$ cat config.mk
export PLATFORM = sky130hd
export DESIGN_NAME = _mem_arbiter
export DESIGN_NICKNAME = d
export VERILOG_FILES = /design/src/rtl/mem_arb_pkg.sv /design/src/rtl/_mem_arbiter_rr_pick2.sv /design/src/rtl/_mem_arbiter.sv
export SDC_FILE = /design/constraint.sdc
export NUM_CORES = 1
export LEC_CHECK = 0
export ABC_AREA = 0
export CELL_PAD_IN_SITES_DETAIL_PLACEMENT = 2
export CELL_PAD_IN_SITES_GLOBAL_PLACEMENT = 2
export CORE_UTILIZATION = 25
export CTS_BUF_LIST = sky130_fd_sc_hd__clkbuf_8 sky130_fd_sc_hd__clkbuf_16
export CTS_CLUSTER_SIZE = 16
export DETAILED_ROUTE_END_ITERATION = 6
export GPL_TIMING_DRIVEN = 0
export PLACE_DENSITY = 0.89
export SLEW_MARGIN = 20
export SYNTH_ARGS = -nofsm -noshare
export SYNTH_HDL_FRONTEND = slang
export SYNTH_SLANG_ARGS = --single-unit
$ cat constraint.sdc
create_clock -name clk -period 1.86 [get_ports clk]
set_input_delay 0.372 -clock clk [delete_from_list [all_inputs] [get_ports clk]]
set_output_delay 0.372 -clock clk [all_outputs]
set_load 0.01 [all_outputs]
$ cat src/rtl/mem_arb_pkg.sv
// Shared encodings and constants for the two-requester memory arbiter.
// Also holds the alignment/range check applied to a latched request.
package mem_arb_pkg;

  localparam int ARB_DEPTH = 32;
  // Width of the word index taken from addr[31:2].
  localparam int WORD_AW = 30;

  typedef enum logic {
    ST_IDLE   = 1'b0,
    ST_ACCESS = 1'b1
  } arb_state_t;

  typedef enum logic {
    OWN_M0 = 1'b0,
    OWN_M1 = 1'b1
  } owner_t;

  // True when the byte address is misaligned or its word index is past the memory.
  function automatic logic addr_err(input logic [31:0] addr, input logic [31:0] depth);
    logic [WORD_AW-1:0] word;
    word = addr[31:2];
    return (addr[1:0] != 2'b00) || ({{(32-WORD_AW){1'b0}}, word} >= depth);
  endfunction

endpackage

$ cat src/rtl/_mem_arbiter_rr_pick2.sv
// Combinational two-way round-robin picker.
// On a tie between eligible requests, the requester other than last wins.
module _rr_pick2 (
  input  logic req0,
  input  logic req1,
  input  logic elig0,
  input  logic elig1,
  input  logic last,
  output logic valid,
  output logic sel
);

  logic cand0;
  logic cand1;

  always_comb begin
    cand0 = req0 & elig0;
    cand1 = req1 & elig1;
    valid = cand0 | cand1;
    if (cand0 && cand1) begin
      sel = ~last;
    end else begin
      sel = cand1;
    end
  end

endmodule

$ cat src/rtl/_mem_arbiter.sv
// Round-robin arbiter and single-access sequencer in front of the data memory.
// Handshake: a requester holds req until it sees its one-cycle gnt; done/err/rdata follow one edge later.
module _mem_arbiter
  import mem_arb_pkg::*;
#(
  parameter int DEPTH = ARB_DEPTH
) (
  input  logic        clk,
  input  logic        rst_n,
  input  logic        m0_req,
  input  logic        m0_we,
  input  logic [31:0] m0_addr,
  input  logic [31:0] m0_wdata,
  input  logic        m1_req,
  input  logic        m1_we,
  input  logic [31:0] m1_addr,
  input  logic [31:0] m1_wdata,
  output logic        m0_gnt,
  output logic        m1_gnt,
  output logic        m0_done,
  output logic        m1_done,
  output logic        m0_err,
  output logic        m1_err,
  output logic [31:0] m0_rdata,
  output logic [31:0] m1_rdata,
  output logic        mem_read,
  output logic        mem_write,
  output logic [31:0] mem_addr,
  output logic [31:0] mem_wdata,
  input  logic [31:0] mem_rdata,
  output arb_state_t  dbg_state
);

  arb_state_t  state_q, state_d;
  owner_t      owner_q, owner_d;
  owner_t      last_q, last_d;
  logic        we_q, we_d;
  logic [31:0] addr_q, addr_d;
  logic [31:0] wdata_q, wdata_d;

  logic        elig0;
  logic        elig1;
  logic        pick_valid;
  logic        pick_sel;
  logic        acc_err;
  logic        in_access;

  assign in_access = (state_q == ST_ACCESS);
  assign acc_err   = addr_err(addr_q, 32'(DEPTH));
  assign dbg_state = state_q;

  // The owner's request is stale during its own access cycle, so it sits out that edge.
  assign elig0 = !(in_access && (owner_q == OWN_M0));
  assign elig1 = !(in_access && (owner_q == OWN_M1));

  _rr_pick2 u_pick (
    .req0  (m0_req),
    .req1  (m1_req),
    .elig0 (elig0),
    .elig1 (elig1),
    .last  (last_q == OWN_M1),
    .valid (pick_valid),
    .sel   (pick_sel)
  );

  always_ff @(posedge clk or negedge rst_n) begin
    if (!rst_n) begin
      state_q <= ST_IDLE;
      owner_q <= OWN_M0;
      last_q  <= OWN_M1;
      we_q    <= 1'b0;
      addr_q  <= 32'h0;
      wdata_q <= 32'h0;
    end else begin
      state_q <= state_d;
      owner_q <= owner_d;
      last_q  <= last_d;
      we_q    <= we_d;
      addr_q  <= addr_d;
      wdata_q <= wdata_d;
    end
  end

  always_comb begin
    state_d = ST_IDLE;
    owner_d = owner_q;
    last_d  = last_q;
    we_d    = we_q;
    addr_d  = addr_q;
    wdata_d = wdata_q;
    if (pick_valid) begin
      state_d = ST_ACCESS;
      owner_d = owner_t'(pick_sel);
      last_d  = owner_t'(pick_sel);
      if (pick_sel) begin
        we_d    = m1_we;
        addr_d  = m1_addr;
        wdata_d = m1_wdata;
      end else begin
        we_d    = m0_we;
        addr_d  = m0_addr;
        wdata_d = m0_wdata;
      end
    end
  end

  // Memory strobes come only from state and latched fields.
  always_comb begin
    mem_read  = 1'b0;
    mem_write = 1'b0;
    mem_addr  = 32'h0;
    mem_wdata = 32'h0;
    m0_gnt    = 1'b0;
    m1_gnt    = 1'b0;
    if (in_access) begin
      mem_read  = !we_q && !acc_err;
      mem_write = we_q && !acc_err;
      mem_addr  = addr_q;
      mem_wdata = wdata_q;
      m0_gnt    = (owner_q == OWN_M0);
      m1_gnt    = (owner_q == OWN_M1);
    end
  end

  always_ff @(posedge clk or negedge rst_n) begin
    if (!rst_n) begin
      m0_done  <= 1'b0;
      m1_done  <= 1'b0;
      m0_err   <= 1'b0;
      m1_err   <= 1'b0;
      m0_rdata <= 32'h0;
      m1_rdata <= 32'h0;
    end else begin
      m0_done <= 1'b0;
      m1_done <= 1'b0;
      m0_err  <= 1'b0;
      m1_err  <= 1'b0;
      if (in_access) begin
        if (owner_q == OWN_M0) begin
          m0_done <= 1'b1;
          m0_err  <= acc_err;
          if (acc_err) begin
            m0_rdata <= 32'h0;
          end else if (!we_q) begin
            m0_rdata <= mem_rdata;
          end
        end else begin
          m1_done <= 1'b1;
          m1_err  <= acc_err;
          if (acc_err) begin
            m1_rdata <= 32'h0;
          end else if (!we_q) begin
            m1_rdata <= mem_rdata;
          end
        end
      end
    end
  end

endmodule

==> summary.md <==
## Clock network
* **clock sink total** 136
* **Clock Path Buffers** 2
* **clock slew at the register clock pins of the worst setup and hold paths** 70 ps
* **TritonCTS clock tree** built
* **Clock Latency Late Sink** 430 ps
* **cts bufs inserted** 17
* **H-tree depth reported by CTS** 4
* **clock root buffer** sky130_fd_sc_hd__clkbuf_16

## Logic synthesis
* **Yosys top cell by area** sky130_fd_sc_hd__dfrtp_1
* **Post-synth EDFFs** 0
* **portion of the post-synthesis area used by sequential elements** 54.3%
* **most numerous cell in the Yosys netlist** sky130_fd_sc_hd__dfrtp_1
* **gate count of the mapped netlist** 516
* **synth unique cells** 31
* **ranking of synthesized cells by instance count** sky130_fd_sc_hd__dfrtp_1, sky130_fd_sc_hd__nor2b_1, sky130_fd_sc_hd__a22o_1, sky130_fd_sc_hd__and2_1, sky130_fd_sc_hd__a221o_1
* **Yosys Warn Count** 0
* **commonest register cell after synthesis** sky130_fd_sc_hd__dfrtp_1
* **cells taking the most area after synthesis** sky130_fd_sc_hd__dfrtp_1, sky130_fd_sc_hd__a22o_1, sky130_fd_sc_hd__nor2b_1
* **#FFs+latches synth** 136
* **synthesized net count** 682
* **Post-Syn Area per Cell** 12.2 sq um
* **cell area after synthesis** 6270 sq um
* **top-area cell type share of the netlist area** 53.8%
* **Async S/R FF share, synth** 100%

## Setup path
* **nature of the critical path endpoint** output pin
* **timing startpoint of the critical path** addr_q[21]
* **CP Data Required Time** 1490 ps
* **kind of start point of the critical path** register
* **arrival time at the worst endpoint** 1970 ps
* **Worst Path Max Fanout** 3
* **launch point of the worst reg-to-reg path** addr_q[21]
* **Crit Path Category** reg -> out

## Power
* **NetSw** 4.16 mW
* **fraction of power spent switching nets** 34.0%
* **leakage power summed over all cells** 5.32 nW
* **cell-internal power** 8.06 mW
* **combinational fraction of design power** 40.0%
* **areal power density over the cells** 1000 nW/um^2
* **clock group share of total power** 28.4%
* **sequential group share of total power** 31.6%
* **Max IR drop VDD** 0.452 mV
* **Total Power** 12.2 mW

## Routing
* **mean number of vias per cell** 4.98
* **via total after detailed routing** 6,253
* **final wirelength** 33,700 um
* **length of routed wiring on met1** 12,600 um
* **DR iter-0 viols** 284
* **DR WL met3** 2120 um
* **routed wirelength normalized by instance count** 26.8 um
* **remaining routing DRC violations** 0
* **Detail Route met2 WL** 17,800 um
* **TritonRoute pass-1 iters** 4
* **number of nets with antenna violations after detailed routing** 0
* **highest routing layer actually used** met4

## Floorplanning
* **die area** 25,700 sq um
* **initial core utilization** 25.6%
* **number of placement rows** 57
* **Die W** 160 um
* **area inside the core boundary** 24,500 sq um
* **DIE HEIGHT** 160 um
* **# IOs** 303

## Outcome
* **failing checks** setup timing
* **outcome** complete, but fails checks

## Global routing
* **maximum number of pins on one net before global-route repair** 72
* **wire length of the first global-routing pass** 47,700 um
* **number of global-route vias before repair** 7,215
* **number of antenna violations at the first check in global routing** 1
* **global-route usage over all layers** 25.0%
* **total congestion overflow after global routing** 0

## Placed design
* **Detailed Place HPWL** 20,000 um
* **pre-CTS WS** -1030 ps
* **IO Port Bufs** 302
* **routability-driven placement congestion ratio** 0.760
* **Placed Area** 9730 sq um

## STA
* **worst setup skew after layout** 12.7 ps
* **Final Max Slew Viols** 0
* **max-slew headroom at the worst pin** 61.2%
* **Setup-failing EPs final** 189
* **setup repair after global routing missed its margin** true
* **ratio of final minimum period to clock period** 126%
* **hold_ws** 504 ps
* **time the final worst path needs with I/O delays and setup** 2350 ps
* **Final Hold Viols** 0
* **pin slew with the least headroom to its limit** 582 ps
* **highest clock frequency the design can meet** 426 MHz
* **smallest setup slack after layout** -487 ps

## Layout
* **proportion of layout cells with a drive suffix above 1** 34.0%
* **share of the core filled with cells** 49.8%
* **number of nets in the layout** 1,084
* **Design Area, Final** 12,200 sq um
* **Layout Area Growth over Synthesis** 94.3%

## Job
* **# Max-Cap Violations** 0

## Hold path
* **min-delay worst type** in -> async

kinds of logic (layout without fill, tap and decap cells):
kind of cell / count (synthesis) / after routing / synth area share, %
buffers and inverters: 47 / 462 / 5.54
muxes: 13 / 13 / 2.07
and+or+nand+nor: 186 / 186 / 19.0
DFF: 136 / 136 / 54.3
other: 0 / 1 / 0
AOI/OAI and AO/OA: 134 / 134 / 19.1
critical path: stages, from the launching register on:
cell and delay, ps:
sky130_fd_sc_hd__dfrtp_1 420, sky130_fd_sc_hd__nor4_2 400, sky130_fd_sc_hd__nand4_4 160, sky130_fd_sc_hd__buf_4 180, sky130_fd_sc_hd__nor2_4 100, sky130_fd_sc_hd__and3_1 160
sky130_fd_sc_hd__buf_4 130
layout make-up:
cell class,instances,area [sq um]
fill,2299,12300
timing repair buffer,386,4340
sequential,136,3410
multi-input combinational,333,2840
buffer,41,601
clock buffer,18,439
tap,324,405
clock inverter,14,129
inverter,3,21.3
antenna,1,2.50
registers in the layout, summed over array words and instances, names as in the netlist, 32 cells and up:
name,count
addr_q,32
m0_rdata,32
wdata_q,32
m1_rdata,32
per-layer routing:
layer / track usage, % / up-vias
met1: 27.2 / 3193
met4: 8.70 / 0
met2: 46.1 / 303
met5: 0 / -
met3: 7.05 / 65
li1: - / 2692
power by group through the flow:
| stage | sequential (mW) | combinational [mW] | clock (mW) |
|---|---|---|---|
| 2_1_floorplan | 3.63 | 1.59 | 0 |
| 3_3_place_gp | 3.76 | 3.12 | 0 |
| 3_5_place_dp | 3.80 | 3.24 | 0 |
| 4_1_cts | 3.79 | 4.19 | 3.46 |
| 5_1_grt | 3.90 | 5.12 | 3.62 |
| 6_report | 3.86 | 4.89 | 3.47 |
timing repair:
action                                  CTS  global route
pin swaps                                50            37
gates resized for setup                 450           138
endpoints found under the hold margin    64             0
endpoints found under the setup margin  198           197
hold buffers                              1             0
cloned                                   24             4
buffers inserted                         48            17
metrics by stage:
stage          setup TNS [ps]  cells
2_1_floorplan               0    516
3_3_place_gp          -832880   1142
3_5_place_dp          -106170   1143
4_1_cts                -34460   1246
5_1_grt                -31930   1256
6_report               -21270   1256
final timing paths:
path	cells after the start	slack, ps	endpoint
hold reg to reg	1	510	m0_rdata[2]
setup reg to reg	8	-290	m0_rdata[11]
max in group asynchronous	3	580	dbg_state
min in group clk	1	510	m0_rdata[2]
setup / recovery	6	-490	mem_write
hold / removal	2	500	m1_rdata[7]
cell usage in the layout, fill, tap and decap left out, drive strengths merged:
| master | n |
|---|---|
| nand2 | 1 |
| a21o | 1 |
| and3 | 2 |
| nor4 | 6 |
| a21oi | 13 |
| nand3b | 1 |
| clkbuf | 33 |
| clkdlybuf4s50 | 232 |
| o21ai | 2 |
| dlygate4sd3 | 1 |
| clkinv | 3 |
| inv | 12 |
| buf | 175 |
| diode | 1 |
| a22o | 64 |
| nor4b | 2 |
| and2 | 64 |
| a221o | 53 |
| nand2b | 1 |
| clkinvlp | 2 |
| bufbuf | 4 |
| nor2 | 16 |
| nand4 | 1 |
| o221a | 1 |
| dfstp | 1 |
| mux2i | 13 |
| nor2b | 87 |
| nor3 | 3 |
| nand3 | 2 |
| dfrtp | 135 |
Power figures use the tool's default switching activity.
